**src/rtl/cond_pkg.sv**
```systemverilog
// Shared constants for the conditional-execution unit: ARM condition codes,
// NZCV bit positions and the multi-cycle sequencer state encoding.
package cond_pkg;

  localparam logic [3:0] COND_EQ = 4'b0000;
  localparam logic [3:0] COND_NE = 4'b0001;
  localparam logic [3:0] COND_CS = 4'b0010;
  localparam logic [3:0] COND_CC = 4'b0011;
  localparam logic [3:0] COND_MI = 4'b0100;
  localparam logic [3:0] COND_PL = 4'b0101;
  localparam logic [3:0] COND_VS = 4'b0110;
  localparam logic [3:0] COND_VC = 4'b0111;
  localparam logic [3:0] COND_HI = 4'b1000;
  localparam logic [3:0] COND_LS = 4'b1001;
  localparam logic [3:0] COND_GE = 4'b1010;
  localparam logic [3:0] COND_LT = 4'b1011;
  localparam logic [3:0] COND_GT = 4'b1100;
  localparam logic [3:0] COND_LE = 4'b1101;
  localparam logic [3:0] COND_AL = 4'b1110;
  localparam logic [3:0] COND_NV = 4'b1111;

  localparam int FLAG_N = 3;
  localparam int FLAG_Z = 2;
  localparam int FLAG_C = 1;
  localparam int FLAG_V = 0;

  localparam logic [1:0] ST_IDLE = 2'd0;
  localparam logic [1:0] ST_BUSY = 2'd1;
  localparam logic [1:0] ST_DONE = 2'd2;

endpackage

```
**src/rtl/cond_logic_if.sv**
```systemverilog
// Decoder/ALU-facing bundle of the conditional-execution unit.
// The master side is the decoder/datapath, the slave side is cond_logic.
interface cond_logic_if;
  import cond_pkg::*;

  logic       PCS;
  logic       RegW;
  logic       NoWrite;
  logic       MemW;
  logic [1:0] FlagW;
  logic       MStart;
  logic [3:0] Cond;
  logic [3:0] ALUFlags;
  logic       MBusy;

  logic       PCSrc;
  logic       RegWrite;
  logic       MemWrite;
  logic       MCycleStart;
  logic       Stall;
  logic [3:0] Flags;

  modport master (
    output PCS, RegW, NoWrite, MemW, FlagW, MStart, Cond, ALUFlags, MBusy,
    input  PCSrc, RegWrite, MemWrite, MCycleStart, Stall, Flags
  );

  modport slave (
    input  PCS, RegW, NoWrite, MemW, FlagW, MStart, Cond, ALUFlags, MBusy,
    output PCSrc, RegWrite, MemWrite, MCycleStart, Stall, Flags
  );

endinterface

```
**src/rtl/cond_check.sv**
```systemverilog
// Combinational evaluation of an ARM condition field against NZCV flags.
module cond_check
  import cond_pkg::*;
(
  input  logic [3:0] i_cond,
  input  logic [3:0] i_flags,
  output logic       o_condEx
);

  logic w_n, w_z, w_c, w_v;

  assign w_n = i_flags[FLAG_N];
  assign w_z = i_flags[FLAG_Z];
  assign w_c = i_flags[FLAG_C];
  assign w_v = i_flags[FLAG_V];

  always_comb begin
    o_condEx = 1'b0;
    case (i_cond)
      COND_EQ: o_condEx = w_z;
      COND_NE: o_condEx = ~w_z;
      COND_CS: o_condEx = w_c;
      COND_CC: o_condEx = ~w_c;
      COND_MI: o_condEx = w_n;
      COND_PL: o_condEx = ~w_n;
      COND_VS: o_condEx = w_v;
      COND_VC: o_condEx = ~w_v;
      COND_HI: o_condEx = w_c & ~w_z;
      COND_LS: o_condEx = ~w_c | w_z;
      COND_GE: o_condEx = (w_n == w_v);
      COND_LT: o_condEx = (w_n != w_v);
      COND_GT: o_condEx = ~w_z & (w_n == w_v);
      COND_LE: o_condEx = w_z | (w_n != w_v);
      COND_AL: o_condEx = 1'b1;
      default: o_condEx = 1'b0;
    endcase
  end

endmodule

```
**src/rtl/cond_logic.sv**
```systemverilog
// Conditional-execution and flag unit with a MUL/DIV stall sequencer.
// Optional COND_CARRY_OUT_EN adds the o_CarryIn port (registered C flag).
module cond_logic
  import cond_pkg::*;
(
  input  logic        i_clk,
  input  logic        i_reset,
  cond_logic_if.slave bus
`ifdef COND_CARRY_OUT_EN
  ,
  output logic        o_CarryIn
`endif
);

  logic [1:0] r_state;
  logic [1:0] w_nextState;
  logic [3:0] r_flags;
  logic       w_condEx;
  logic       w_flagEn;
  logic       w_pcSrcBase;
  logic       w_regWriteBase;
  logic       w_memWriteBase;

  cond_check u_check (
    .i_cond   (bus.Cond),
    .i_flags  (r_flags),
    .o_condEx (w_condEx)
  );

  assign w_pcSrcBase    = bus.PCS & w_condEx;
  assign w_regWriteBase = bus.RegW & w_condEx & ~bus.NoWrite;
  assign w_memWriteBase = bus.MemW & w_condEx;

  // While reset is high the unit behaves as plain base gating: no stall, no start.
  always_comb begin
    bus.PCSrc       = w_pcSrcBase;
    bus.RegWrite    = w_regWriteBase;
    bus.MemWrite    = w_memWriteBase;
    bus.MCycleStart = 1'b0;
    bus.Stall       = 1'b0;
    w_flagEn        = 1'b0;
    w_nextState     = r_state;
    if (!i_reset) begin
      case (r_state)
        ST_IDLE: begin
          if (bus.MStart && w_condEx) begin
            bus.MCycleStart = 1'b1;
            bus.Stall       = 1'b1;
            bus.PCSrc       = 1'b0;
            bus.RegWrite    = 1'b0;
            bus.MemWrite    = 1'b0;
            w_nextState     = ST_BUSY;
          end else begin
            w_flagEn = 1'b1;
          end
        end
        ST_BUSY: begin
          bus.Stall    = 1'b1;
          bus.PCSrc    = 1'b0;
          bus.RegWrite = 1'b0;
          bus.MemWrite = 1'b0;
          if (!bus.MBusy) begin
            w_nextState = ST_DONE;
          end
        end
        ST_DONE: begin
          w_flagEn    = 1'b1;
          w_nextState = ST_IDLE;
        end
        default: begin
          w_nextState = ST_IDLE;
        end
      endcase
    end
  end

  always_ff @(posedge i_clk) begin
    if (i_reset) begin
      r_state <= ST_IDLE;
    end else begin
      r_state <= w_nextState;
    end
  end

  // N,Z and C,V are enabled independently; disabled pairs hold their value.
  always_ff @(posedge i_clk) begin
    if (i_reset) begin
      r_flags <= 4'b0000;
    end else if (w_flagEn && w_condEx) begin
      if (bus.FlagW[1]) begin
        r_flags[FLAG_N] <= bus.ALUFlags[FLAG_N];
        r_flags[FLAG_Z] <= bus.ALUFlags[FLAG_Z];
      end
      if (bus.FlagW[0]) begin
        r_flags[FLAG_C] <= bus.ALUFlags[FLAG_C];
        r_flags[FLAG_V] <= bus.ALUFlags[FLAG_V];
      end
    end
  end

  assign bus.Flags = r_flags;

`ifdef COND_CARRY_OUT_EN
  assign o_CarryIn = r_flags[FLAG_C];
`endif

endmodule

```
**src/flat_wrapper.sv**
```systemverilog
// flat-port wrapper written by rule: the top's interface ports become plain ports
module cond_logic_flat import cond_pkg::*;
  (i_clk, i_reset, bus_PCS, bus_RegW, bus_NoWrite, bus_MemW, bus_FlagW, bus_MStart, bus_Cond, bus_ALUFlags, bus_MBusy, bus_PCSrc, bus_RegWrite, bus_MemWrite, bus_MCycleStart, bus_Stall, bus_Flags);
  cond_logic_if bus_i ();
  input  logic i_clk;
  input  logic i_reset;
  input wire logic [$bits(bus_i.PCS)-1:0] bus_PCS;
  input wire logic [$bits(bus_i.RegW)-1:0] bus_RegW;
  input wire logic [$bits(bus_i.NoWrite)-1:0] bus_NoWrite;
  input wire logic [$bits(bus_i.MemW)-1:0] bus_MemW;
  input wire logic [$bits(bus_i.FlagW)-1:0] bus_FlagW;
  input wire logic [$bits(bus_i.MStart)-1:0] bus_MStart;
  input wire logic [$bits(bus_i.Cond)-1:0] bus_Cond;
  input wire logic [$bits(bus_i.ALUFlags)-1:0] bus_ALUFlags;
  input wire logic [$bits(bus_i.MBusy)-1:0] bus_MBusy;
  output wire logic [$bits(bus_i.PCSrc)-1:0] bus_PCSrc;
  output wire logic [$bits(bus_i.RegWrite)-1:0] bus_RegWrite;
  output wire logic [$bits(bus_i.MemWrite)-1:0] bus_MemWrite;
  output wire logic [$bits(bus_i.MCycleStart)-1:0] bus_MCycleStart;
  output wire logic [$bits(bus_i.Stall)-1:0] bus_Stall;
  output wire logic [$bits(bus_i.Flags)-1:0] bus_Flags;
  assign bus_i.PCS = bus_PCS;
  assign bus_i.RegW = bus_RegW;
  assign bus_i.NoWrite = bus_NoWrite;
  assign bus_i.MemW = bus_MemW;
  assign bus_i.FlagW = bus_FlagW;
  assign bus_i.MStart = bus_MStart;
  assign bus_i.Cond = bus_Cond;
  assign bus_i.ALUFlags = bus_ALUFlags;
  assign bus_i.MBusy = bus_MBusy;
  assign bus_PCSrc = bus_i.PCSrc;
  assign bus_RegWrite = bus_i.RegWrite;
  assign bus_MemWrite = bus_i.MemWrite;
  assign bus_MCycleStart = bus_i.MCycleStart;
  assign bus_Stall = bus_i.Stall;
  assign bus_Flags = bus_i.Flags;
  cond_logic u_core (.i_clk(i_clk), .i_reset(i_reset), .bus(bus_i));
endmodule
```
**config.mk**
```make
export PLATFORM = sky130hd
export DESIGN_NAME = cond_logic_flat
export DESIGN_NICKNAME = d
export VERILOG_FILES = /design/src/rtl/cond_pkg.sv /design/src/rtl/cond_logic_if.sv /design/src/rtl/cond_check.sv /design/src/rtl/cond_logic.sv /design/src/flat_wrapper.sv
export SDC_FILE = /design/constraint.sdc
export NUM_CORES = 1
export LEC_CHECK = 0
export ABC_AREA = 1
export CAP_MARGIN = 30
export CORE_MARGIN = 5
export CORE_UTILIZATION = 41
export CTS_CLUSTER_SIZE = 12
export DETAILED_ROUTE_END_ITERATION = 6
export HOLD_SLACK_MARGIN = 0.02
export PLACE_DENSITY = 0.81
export SYNTH_ARGS = -nofsm -noshare
export SYNTH_HDL_FRONTEND = slang
export SYNTH_SLANG_ARGS = --single-unit
```
**constraint.sdc**
```tcl
create_clock -name i_clk -period 4.95 [get_ports i_clk]
set_clock_uncertainty 0.05 [all_clocks]
set_input_delay 0.99 -clock i_clk [delete_from_list [all_inputs] [get_ports i_clk]]
set_output_delay 0.99 -clock i_clk [all_outputs]
set_load 0.05 [all_outputs]
```
==> results.toml <==
[synth]
synthAdderAreaFrac = 0
synth_top_family_by_area = "simple AND/OR/NAND/NOR gates"
synth-xor-area-share = 0
synth_edf_count = 0
synth_area_sq_um = 548.0
synth_ff_type = "dfxtp_1"
ys_warn_count = 0
seq_area_frac_synth = 0.2192
ys_types = 17
synth_top_cell_area_share = 0.2192
syn_nets = 114
avgSynthCellArea_sq_um = 5.709
synth.area.top_cells = "dfxtp_1 (22%), nand2_1 (22%), nor2_1 (10%)"
synth_compound_area_frac = 0.07991
syn_inst = 96
synth_seq_cells = 6
yosys.area_share.simple = 0.5890
synth_most_common_cell = "nand2_1"
synthArstFlopShare = 0
yosysTopAreaCell = "dfxtp_1"
synth_common_cells = "nand2_1 (32), nor2_1 (15), nand3_1 (11)"
muxShareOfSynthArea = 0

[worst_setup_path]
reg2reg_slack_ns = 3.44
worst-r2r-cell-count = 11
cp_data_arrival_time_ns = 3.38
required_ns = 3.91
critPathCaptureType = "output port"
r2r_end = "u_core.bus.Flags[0]"
critPathLaunchType = "primary input"
worstReg2RegStart = "u_core.bus.Flags[0]"
path_class = "in -> out"
path_max_fanout = 8

[min_path]
whs_endpoint = "u_core.r_state[1]"
holdCritStartpoint = "u_core.r_state[0]"
holdPathStages = 2
min_path_type = "reg -> reg"

[layout]
drive_gt1_frac = 0.1532
final_cells = 139
nFillCells = 122
antennaDiodeCount = 0
syn_to_final_growth_pct = 54.11
fin_nets = 144
fin_util = 0.6573

[sta]
drv_slew = 0
rsz0062_at_grt = "no"
hold_viol_final = 0
worst_slew_pin_slew_ns = 0.5078
tns_ns = 0
finalSetupViolCount = 0
min_period_ns = 4.419
maxSlewHeadroom = 0.6604
timing.fmax_mhz = 226.3
finalCritPeriodShare = 0.8928

[global_route]
gr-usage-all-layers = 0.1526
grt_max_degree = 9
grt-ovfl-total = 0
grt_pass1_wl_mm = 2.242
grt_pass1_vias = 560
antenna_found_initial = 0

[placed_design]
gp_congestion = 0.9006
portBuffers = 26
placed_cells_incl_taps = 136
dp_hpwl_mm = 1.138

[floorplanning]
core_sq_um = 1285
die-area_sq_um = 2168
die_x_um = 46.56
placementRows = 13
initial_utilization = 0.4265
pin_count = 27
die_h_um = 46.56

[clocking]
clk_pin_slew_ns = 0.04
root_buffer = "clkbuf_4"
clockBufferDepth = 2
cts_resized = 0
cts.sinks = 6
cts_setup_buffers = 0
cts_made_buffers = 3
cts_tree = "done"
ctsHoldBuffers = 0
htreeDepth = 1
insertion_delay_ns = 0.24

[route]
dr.pass1.iters = 4
dr_total_vias = 659
drtIter0Drc = 21
wl_per_cell_um = 9.763
drcViolationCount = 0
drt_wl_total_mm = 1.357
vias_per_cell = 4.741
ant_nets = 0

[power]
total_power_uw = 185.2
power_leakage_nw = 0.3854
power_density_nw_per_um2 = 219.3
peakVddDrop_uv = 140.3

[flow_run]
max_cap_viol_count = 0

[status]
status = "finished clean"
==> placed cells by master, fill, tap and decap left out <==
master           synthesis  final
nand2_1                 32     32
nor4_1                   2      2
nor2_1                  15     15
inv_2                    4      4
clkdlybuf4s50_1          0     26
nand2_2                  2      2
nor2_2                   5      5
nand3_4                  1      1
a21oi_2                  1      1
nand3_1                 11     11
a21oi_1                  1      1
nand3b_1                 1      1
clkinv_1                 2      2
nand3_2                  1      1
o2111ai_2                2      2
dfxtp_1                  6      6
clkbuf_4                 0      3
inv_1                    9      9
==> cell type report <==
| cell class | count | area, sq um | share of cell area |
|---|---|---|---|
| clock buffers | 3 | 22.52 | 0.02667 |
| repair buffers | 26 | 260.3 | 0.3081 |
| well taps | 15 | 18.77 | 0.02222 |
| flip-flops and latches | 6 | 120.1 | 0.1422 |
| inverters | 15 | 56.30 | 0.06667 |
| multi-input cells | 74 | 366.6 | 0.4341 |
==> state kept, by name (all words and copies together) (netlist names) <==
signal,flops
u_core.bus.Flags,4
u_core.r_state,2
==> cell families after synthesis <==
kind of cell,count (synthesis)
flops,6
compound gates,4
buf+inv,16
simple gates,70
==> how the worst max path moves through the flow <==
stage	endpoint	from	cells past startpoint
finish	bus_MemWrite	bus_Cond[0]	14
floorplan	bus_MCycleStart	bus_Cond[0]	10
global route	bus_MemWrite	bus_Cond[0]	14
CTS	bus_MemWrite	bus_Cond[3]	13
detailed placement	bus_MemWrite	bus_Cond[3]	13
global placement	bus_PCSrc	bus_Cond[3]	13
==> metrics by stage <==
stage | hold WS (ns) | area (sq um) | setup WS, ns
floorplan | 0.4163 | 548.0 | 0.7933
global placement | 0.4412 | 822.0 | 0.5463
detailed placement | 0.4461 | 822.0 | 0.5468
CTS | 0.4535 | 844.6 | 0.5267
global route | 0.4905 | 844.6 | 0.3059
finish | 0.4558 | 844.6 | 0.5309
==> routing by layer <==
layer,global-route usage,vias to the layer above,wire length [um]
met2,0.2445,26,638
met3,0.06250,4,128
met5,0,-,0
met4,0.1023,0,26
li1,-,357,-
met1,0.1613,272,564
==> power breakdown <==
part | leakage, nW | internal, mW | switching (mW)
clock | 0.0138 | 0.0273 | 0.0162
sequential | 0.0489 | 0.0517 | 0.00292
combinational | 0.323 | 0.0348 | 0.0523
total | 0.385 | 0.114 | 0.0714
==> worst max-delay path, cell delays in order <==
cell,delay (ns)
clkdlybuf4s50_1,0.64
inv_2,0.08
nand3_1,0.09
nand3_1,0.08
nand2_1,0.06
nand2_1,0.06
inv_1,0.09
nand3_4,0.11
nand2_1,0.10
nand2_1,0.07
nand3_2,0.07
inv_2,0.07
nor2_2,0.07
clkdlybuf4s50_1,0.81
No activity file was read; power rests on OpenSTA's default activity.
